[src/rtl/ctrl_msg_sender.sv]
// Queues game-control messages and ships each one as a 22-bit frame over a
// 4-phase req/ack link, with overflow and ack-timeout detection.
module ctrl_msg_sender #(
    parameter int FIFO_DEPTH  = 4,
    parameter int ACK_TIMEOUT = 1000000
) (
    input  logic        clk,
    input  logic        rst,
    input  logic        transmit,
    input  logic        ctrl_en,
    input  logic        ctrl_move_dir,
    input  logic [4:0]  ctrl_block_x,
    input  logic [2:0]  ctrl_block_y,
    input  logic [3:0]  ctrl_msg_type,
    input  logic [5:0]  ctrl_card,
    input  logic [2:0]  ctrl_sel_len,
    input  logic        link_ack,
    output logic        link_req,
    output logic [21:0] link_data,
    output logic        busy,
    output logic        fifo_full,
    output logic        overflow,
    output logic        link_error,
    output logic        sent_pulse
);

    localparam int AW = (FIFO_DEPTH > 1) ? $clog2(FIFO_DEPTH) : 1;
    localparam int TW = (ACK_TIMEOUT > 1) ? $clog2(ACK_TIMEOUT + 1) : 1;
    localparam logic [AW:0]   FULL_CNT = (AW + 1)'(FIFO_DEPTH);
    localparam logic [TW-1:0] TMO_LAST = TW'(ACK_TIMEOUT - 1);

    typedef enum logic [1:0] {
        S_IDLE = 2'd0,
        S_REQ  = 2'd1,
        S_REL  = 2'd2
    } state_t;

    state_t        r_state;
    state_t        w_state_nxt;
    logic [21:0]   r_mem [FIFO_DEPTH];
    logic [AW-1:0] r_wptr;
    logic [AW-1:0] r_rptr;
    logic [AW:0]   r_count;
    logic [TW-1:0] r_tmo;
    logic [TW-1:0] w_tmo_nxt;
    logic          r_ack_meta;
    logic          r_ack_s;
    logic          r_link_req;
    logic [21:0]   r_link_data;
    logic          r_overflow;
    logic          r_link_error;
    logic          r_sent;
    logic          w_req_nxt;
    logic          w_load;
    logic          w_pop;
    logic          w_sent_nxt;
    logic          w_err_set;
    logic          w_full;
    logic          w_empty;
    logic          w_wr_req;
    logic          w_push;
    logic          w_drop;
    logic [21:0]   w_frame;

    assign w_frame = {ctrl_msg_type, ctrl_block_x, ctrl_block_y,
                      ctrl_card, ctrl_sel_len, ctrl_move_dir};

    assign w_full   = (r_count == FULL_CNT);
    assign w_empty  = (r_count == '0);
    assign w_wr_req = ctrl_en & transmit;
    // A pop in the same cycle frees a slot, so a push into a full FIFO still lands.
    assign w_push   = w_wr_req & (~w_full | w_pop);
    assign w_drop   = w_wr_req & w_full & ~w_pop;

    always_ff @(posedge clk) begin
        if (w_push) begin
            r_mem[r_wptr] <= w_frame;
        end
    end

    always_ff @(posedge clk or posedge rst) begin
        if (rst) begin
            r_wptr     <= '0;
            r_rptr     <= '0;
            r_count    <= '0;
            r_overflow <= 1'b0;
        end else begin
            if (w_push) begin
                r_wptr <= r_wptr + AW'(1);
            end
            if (w_pop) begin
                r_rptr <= r_rptr + AW'(1);
            end
            case ({w_push, w_pop})
                2'b10:   r_count <= r_count + (AW + 1)'(1);
                2'b01:   r_count <= r_count - (AW + 1)'(1);
                default: r_count <= r_count;
            endcase
            if (w_drop) begin
                r_overflow <= 1'b1;
            end
        end
    end

    always_ff @(posedge clk or posedge rst) begin
        if (rst) begin
            r_ack_meta <= 1'b0;
            r_ack_s    <= 1'b0;
        end else begin
            r_ack_meta <= link_ack;
            r_ack_s    <= r_ack_meta;
        end
    end

    always_ff @(posedge clk or posedge rst) begin
        if (rst) begin
            r_state      <= S_IDLE;
            r_tmo        <= '0;
            r_link_req   <= 1'b0;
            r_link_data  <= '0;
            r_sent       <= 1'b0;
            r_link_error <= 1'b0;
        end else begin
            r_state    <= w_state_nxt;
            r_tmo      <= w_tmo_nxt;
            r_link_req <= w_req_nxt;
            r_sent     <= w_sent_nxt;
            if (w_load) begin
                r_link_data <= r_mem[r_rptr];
            end
            if (w_err_set) begin
                r_link_error <= 1'b1;
            end
        end
    end

    // The head entry stays queued until the release phase ends, so a request
    // timeout simply re-sends it from IDLE.
    always_comb begin
        w_state_nxt = r_state;
        w_tmo_nxt   = '0;
        w_req_nxt   = r_link_req;
        w_load      = 1'b0;
        w_pop       = 1'b0;
        w_sent_nxt  = 1'b0;
        w_err_set   = 1'b0;
        case (r_state)
            S_IDLE: begin
                w_req_nxt = 1'b0;
                if (!w_empty && !r_ack_s) begin
                    w_load      = 1'b1;
                    w_req_nxt   = 1'b1;
                    w_state_nxt = S_REQ;
                end
            end
            S_REQ: begin
                if (r_ack_s) begin
                    w_req_nxt   = 1'b0;
                    w_state_nxt = S_REL;
                end else if (r_tmo == TMO_LAST) begin
                    w_err_set   = 1'b1;
                    w_req_nxt   = 1'b0;
                    w_state_nxt = S_IDLE;
                end else begin
                    w_tmo_nxt = r_tmo + TW'(1);
                end
            end
            S_REL: begin
                if (!r_ack_s) begin
                    w_pop       = 1'b1;
                    w_sent_nxt  = 1'b1;
                    w_state_nxt = S_IDLE;
                end else if (r_tmo == TMO_LAST) begin
                    w_err_set   = 1'b1;
                    w_pop       = 1'b1;
                    w_state_nxt = S_IDLE;
                end else begin
                    w_tmo_nxt = r_tmo + TW'(1);
                end
            end
            default: begin
                w_req_nxt   = 1'b0;
                w_state_nxt = S_IDLE;
            end
        endcase
    end

    assign link_req   = r_link_req;
    assign link_data  = r_link_data;
    assign busy       = (r_state != S_IDLE) | ~w_empty;
    assign fifo_full  = w_full;
    assign overflow   = r_overflow;
    assign link_error = r_link_error;
    assign sent_pulse = r_sent;

endmodule

[config.mk]
export PLATFORM = sky130hd
export DESIGN_NAME = ctrl_msg_sender
export DESIGN_NICKNAME = d
export VERILOG_FILES = /design/src/rtl/ctrl_msg_sender.sv
export SDC_FILE = /design/constraint.sdc
export NUM_CORES = 1
export LEC_CHECK = 0
export ABC_AREA = 1
export BUFFER_PORTS_ARGS = -buffer_cell sky130_fd_sc_hd__buf_2
export CORE_MARGIN = 5
export CORE_UTILIZATION = 40
export DETAILED_ROUTE_END_ITERATION = 8
export SLEW_MARGIN = 20
export SYNTH_ARGS = -nofsm -noshare
export SYNTH_HDL_FRONTEND = slang
export SYNTH_SLANG_ARGS = --single-unit
[constraint.sdc]
create_clock -name clk -period 8.25 [get_ports clk]
set_input_delay 1.65 -clock clk [delete_from_list [all_inputs] [get_ports clk]]
set_output_delay 1.65 -clock clk [all_outputs]
set_load 0.02 [all_outputs]
==> results.toml, run 1 <==
[run_status]
status = "completed"

[critical_path]
cp_max_fo = 3
cp.arrival_ns = 1.54
path_delay_family = "simple AND/OR/NAND/NOR gates"
cpPeakStageDelay_ns = 0.46
worstPathRequired_ns = 6.60
cp_cell_sequence = "nor3_1 -> buf_2"
cp-start-kind = "flip-flop"
crit_type = "reg2out"
critPathSlowestCell = "nor3_1"
worstSetupEndpointType = "primary output"
crit_buf_inv = 1

[sta]
fmax_mhz = 314
skew_ns = 0.0146
worstMarginPinSlew_ns = 0.801
rsz0062_at_grt = "false"
setup_slack_ns = 5.06
min_period_over_period = 0.386
tns_ns = 0
maxSlewViolCount = 0
setup_viol = 0
hold_ws_ns = 0.351
finalHoldViolCount = 0
period_minus_slack_ns = 3.19
maxSlewHeadroom = 0.465

[flow_run]
max_cap_viol_count = 0

[detailed_routing]
wl_per_cell_um = 15.1
drt_pass1_iterations = 4
wl_mm = 12.1
drc = 0
dr.first_iter.drc_count = 239
vias = 3949
avgViaCountPerCell = 4.94
drtAntennaViolNets = 0

[logic_synthesis]
synthXorXnorAreaFrac = 0.0171
yosysSeqAreaShare = 0.664
synth-compound-area-share = 0.0759
syn_nets = 573
ys_ff_latch = 145
yosys.area_share.simple = 0.187
synthCells = 536
syn_avg_cell_area_um2 = 11.4
synth_fa_ha_area_frac = 0.0216
synth.area.mux_share = 0
yosysUniqueCellTypes = 37
synth_warnings = 0
synth_top_family_by_area = "simple AND/OR/NAND/NOR gates"
netlist_area_um2 = 6130

[global_route]
grt_pass1_wl_mm = 20.2
grt.total_usage = 0.143
grt_pass1_vias = 3958
grt_overflow = 0
antenna_found_initial = 0
grt_max_degree = 58

[cells_and_area]
final_cell_mix = "nor2_1, nand2_1, edfxtp_1"
final.fill_count = 1383
syn2layout_area_growth_pct = 17.6
diodes = 0
layout.nets = 635
utilization = 0.478
drive_above_1_share = 0.216
final_cells = 799
final_common_cell = "nor2_1"

[power]
p_sw_frac = 0.356
seq_power_share = 0.399
pwr-share-comb = 0.294
p_per_area_nw_per_um2 = 336
p_sw_uw = 864
peakVddDrop_v = 0.000262
p_leak_nw = 2.91
p_clk_frac = 0.308
p_int_mw = 1.56

[clock_network]
cts_repair_resize_count = 0
clk_pin_slew_ns = 0.06
clk_path_buf_depth = 2
clockRootBuffer = "clkbuf_16"
h-tree-depth = 4
hold_buffers = 0
numCtsBuffers = 17
cts_sinks = 145
cts_setup_buffers = 0
cts_tree = "yes"
clk_latency_ns = 0.42

[floorplanning]
die-area_um2 = 17900
coreArea_um2 = 15100
ios = 55
rows = 45
dieHeight_um = 134
start_util = 0.406
die_w_um = 134

[placed_design]
dp_cells = 767
pre_cts_slack_ns = 5.40
place_congestion = 0.806
portBuffers = 54
dp_hpwl_mm = 7.80

[min_path]
hold_path_class = "reg2reg"
==> cells by family after synthesis <==
| group | Yosys count |
|---|---|
| compound gates | 69 |
| xor+xnor | 12 |
| fa+ha+maj | 10 |
| buf+inv | 56 |
| flops | 145 |
| simple gates | 244 |
==> flip-flops by register name, indices dropped and copies added (netlist names) <==
name        count
r_mem          88
link_data      22
r_tmo          20
r_count         3
r_rptr          2
r_state         2
r_wptr          2
link_error      1
link_req        1
overflow        1
r_ack_meta      1
r_ack_s         1
sent_pulse      1
==> power groups by stage <==
stage               combinational (mW)  sequential, mW  clock, mW
finish                           0.712           0.968      0.746
floorplan                        0.437            1.04          0
CTS                              0.723           0.968      0.767
global route                     0.803           0.981      0.801
global placement                 0.707           0.977          0
detailed placement               0.717           0.982          0
==> Yosys cell counts <==
library cell / number / share of area
nand3_1: 12 / 0.0098
ha_1: 9 / 0.018
o22ai_1: 1 / 0.0010
nor3_1: 4 / 0.0033
o21ai_0: 26 / 0.021
nand2_2: 3 / 0.0031
xor2_1: 9 / 0.013
dfrtp_1: 57 / 0.23
nor2_1: 104 / 0.064
nand3_4: 3 / 0.0086
nor2_2: 2 / 0.0020
o21bai_1: 2 / 0.0024
fa_1: 1 / 0.0033
nor4_2: 1 / 0.0020
inv_2: 4 / 0.0024
edfxtp_1: 88 / 0.43
nor4_1: 1 / 0.0010
o32ai_1: 22 / 0.031
nand4_1: 4 / 0.0041
a21oi_2: 1 / 0.0014
nor3_4: 1 / 0.0027
a21oi_1: 10 / 0.0082
a211oi_1: 1 / 0.0012
o21ai_1: 1 / 0.00082
xnor2_1: 3 / 0.0043
o2bb2ai_1: 1 / 0.0014
o21a_1: 1 / 0.0012
inv_1: 33 / 0.020
nor2_4: 6 / 0.011
nor3_2: 3 / 0.0049
clkbuf_1: 17 / 0.010
nand3_2: 2 / 0.0033
nand2_4: 6 / 0.011
nand2_1: 92 / 0.056
a31oi_1: 2 / 0.0020
buf_2: 2 / 0.0016
a31oi_4: 1 / 0.0035
==> final cells by class <==
type / count / area (um2) / area share
inverters: 37 / 139 / 0.0193
clock buffers: 18 / 439 / 0.0609
clock inverters: 14 / 140 / 0.0194
multi-input cells: 335 / 1860 / 0.258
well taps: 188 / 235 / 0.0326
flip-flops and latches: 145 / 4070 / 0.564
repair buffers: 62 / 330 / 0.0458
==> layer usage <==
| layer | routed length [um] | share of wire | GRT usage | vias up |
|---|---|---|---|---|
| met1 | 5630 | 0.47 | 0.193 | 1907 |
| met5 | 0 | 0 | 0 | - |
| met2 | 5870 | 0.48 | 0.228 | 75 |
| met3 | 454 | 0.038 | 0.0375 | 9 |
| li1 | - | - | - | 1958 |
| met4 | 140 | 0.012 | 0.0440 | 0 |
==> worst paths after layout <==
kind / startpoint / to / slack, ns / cells after the start
worst max-delay path: r_count[0]$_DFFE_PP0P_ / fifo_full / 5.06 / 2
min in group asynchronous: rst / link_data[11]$_DFFE_PP0P_ / 1.43 / 3
worst min register to register: r_ack_meta$_DFF_PP0_ / r_ack_s$_DFF_PP0_ / 0.35 / 0
worst min-delay path: r_ack_meta$_DFF_PP0_ / r_ack_s$_DFF_PP0_ / 0.35 / 0
worst max register to register: r_tmo[0]$_DFF_PP0_ / r_mem[3][12]$_DFFE_PP_ / 6.01 / 10
max in group asynchronous: rst / r_ack_s$_DFF_PP0_ / 6.32 / 3
==> per-stage QoR <==
| step | area [um2] | total power [mW] |
|---|---|---|
| 4_1_cts | 7210 | 2.46 |
| 2_1_floorplan | 6130 | 1.48 |
| 6_report | 7210 | 2.43 |
| 5_1_grt | 7210 | 2.58 |
| 3_3_place_gp | 6630 | 1.68 |
| 3_5_place_dp | 6630 | 1.70 |
(Power assumes the default switching activity.)
==> inputs of run 2 (changes only) <==
==> constraint.sdc (replaced) <==
create_clock -name clk -period 2.65 [get_ports clk]
set_input_delay 0.53 -clock clk [delete_from_list [all_inputs] [get_ports clk]]
set_output_delay 0.53 -clock clk [all_outputs]
set_load 0.02 [all_outputs]
==> run 2 against run 1 <==
Core utilization up 0.36 points. Sequential power increased to 3.2 times the previous value. First-iteration DRC count increased by 71%. Global-route usage rose by 0.72 points. Register-to-register slack got worse by 5.6 ns. Critical path type is now reg2reg. Critical endpoint is now r_mem[0][19]$_DFFE_PP_. Largest cell class unchanged. Largest power group unchanged.
==> results.toml, run 2 (synthesis results as in run 1) <==
[detailed_routing]
dr.first_iter.drc_count = 409
vias = 4026
wl_mm = 12.5
drc = 0
drt_pass1_iterations = 4
avgViaCountPerCell = 5.03
wl_per_cell_um = 15.6
drtAntennaViolNets = 0

[clock_network]
h-tree-depth = 4
cts_repair_resize_count = 0
numCtsBuffers = 17
clk_pin_slew_ns = 0.06
clockRootBuffer = "clkbuf_16"
clk_latency_ns = 0.42
cts_tree = "yes"
cts_sinks = 145
clk_path_buf_depth = 2
hold_buffers = 0
cts_setup_buffers = 0

[cells_and_area]
top_register = "r_mem"
largest_register_ffs = 88
final_common_cell = "nor2_1"
diodes = 0
final_cell_mix = "nor2_1, nand2_1, edfxtp_1"
drive_above_1_share = 0.217
layout.nets = 637
syn2layout_area_growth_pct = 18.5
fin_area_um2 = 7260
final.fill_count = 1370

[floorplanning]
rows = 45
die_w_um = 134
start_util = 0.406
ios = 55
die-area_um2 = 17900
coreArea_um2 = 15100
dieHeight_um = 134

[critical_path]
cp_max_fo = 22
cp_common_cell = "nand2_4"
critPathSlowestCell = "dfrtp_1"
cpPeakStageDelay_ns = 0.42
worstPathRequired_ns = 2.74
cp_cell_sequence = "ha_1 -> nand3_4 -> nor2_4 -> nand3_4 -> nand2_4 -> nand2_4 -> nand2_4 -> nand2_4 -> nor2_2 -> buf_4"
cp-start-kind = "flip-flop"
worstSetupEndpointType = "flip-flop"
crit_type = "reg2reg"
cp.arrival_ns = 2.32

[global_route]
grt_pass1_wl_mm = 21.1
grt_overflow = 0
grt.total_usage = 0.150
grt_pass1_vias = 4128
grt_max_degree = 50
antenna_found_initial = 0

[sta]
min_period_over_period = 0.844
period_minus_slack_ns = 2.24
tns_ns = 0
maxSlewViolCount = 0
skew_ns = 0.0117
worstMarginPinSlew_ns = 0.776
finalHoldViolCount = 0
rsz0062_at_grt = "false"
setup_viol = 0
fmax_mhz = 447
maxSlewHeadroom = 0.482

[placed_design]
portBuffers = 54
dp_hpwl_mm = 8.33
post_dp_cell_area_um2 = 6680
place_congestion = 0.824

[power]
p_per_area_nw_per_um2 = 1050
peakVddDrop_v = 0.000759
p_leak_nw = 2.94

[min_path]
hold_path_class = "in2async"

[flow_run]
max_cap_viol_count = 0

[run_status]
status = "completed"
==> run 2: layout make-up <==
cell class	count	area, um2	area share
inverter	37	139	0.0191
clock buffer	20	457	0.0629
sequential	145	4070	0.560
tap	188	235	0.0324
clock inverter	12	124	0.0171
multi-input combinational	335	1860	0.256
timing repair buffer	64	383	0.0527
==> run 2: per-stage QoR <==
| step | hold WS (ns) | setup slack (ns) | std cells | utilization | power [mW] |
|---|---|---|---|---|---|
| floorplan | 0.331 | -0.0463 | 536 | - | 4.60 |
| finish | 0.0156 | 0.412 | 801 | 0.481 | 7.62 |
| global route | 0.0224 | 0.247 | 801 | 0.481 | 8.12 |
| global placement | 0.334 | 0.477 | 769 | 0.443 | 5.31 |
| CTS | 0.0155 | 0.377 | 801 | 0.481 | 7.72 |
| detailed placement | 0.338 | 0.396 | 769 | 0.443 | 5.38 |
==> run 2: final timing paths <==
check | slack, ns | depth (start not counted) | start | to
hold reg to reg | 0.35 | 0 | r_ack_meta$_DFF_PP0_ | r_ack_s$_DFF_PP0_
hold / removal | 0.02 | 2 | rst | link_data[10]$_DFFE_PP0P_
min in group clk | 0.22 | 1 | link_ack | r_ack_meta$_DFF_PP0_
setup reg to reg | 0.41 | 10 | r_tmo[0]$_DFF_PP0_ | r_mem[0][19]$_DFFE_PP_
setup / recovery | 0.41 | 10 | r_tmo[0]$_DFF_PP0_ | r_mem[0][19]$_DFFE_PP_
max in group asynchronous | 2.10 | 3 | rst | r_state[1]$_DFFE_PP0P_
==> run 2: worst max-delay path: cells and delay by family, from the launching register on <==
kind | cells | cell delay (ns)
adders and majority gates | 1 | 0.25
DFF | 1 | 0.42
buffers and inverters | 1 | 0.33
and+or+nand+nor | 8 | 0.88
==> run 2: routing by layer <==
layer / track usage / wire, um
met1: 0.193 / 5560
met5: 0 / 0
met2: 0.248 / 6470
met4: 0.0537 / 116
met3: 0.0383 / 361
==> run 2: power by group <==
part | leakage [nW] | internal, mW | switching [mW]
Sequential | 1.53 | 2.82 | 0.235
Combinational | 1.12 | 0.743 | 1.51
Clock | 0.289 | 1.36 | 0.955
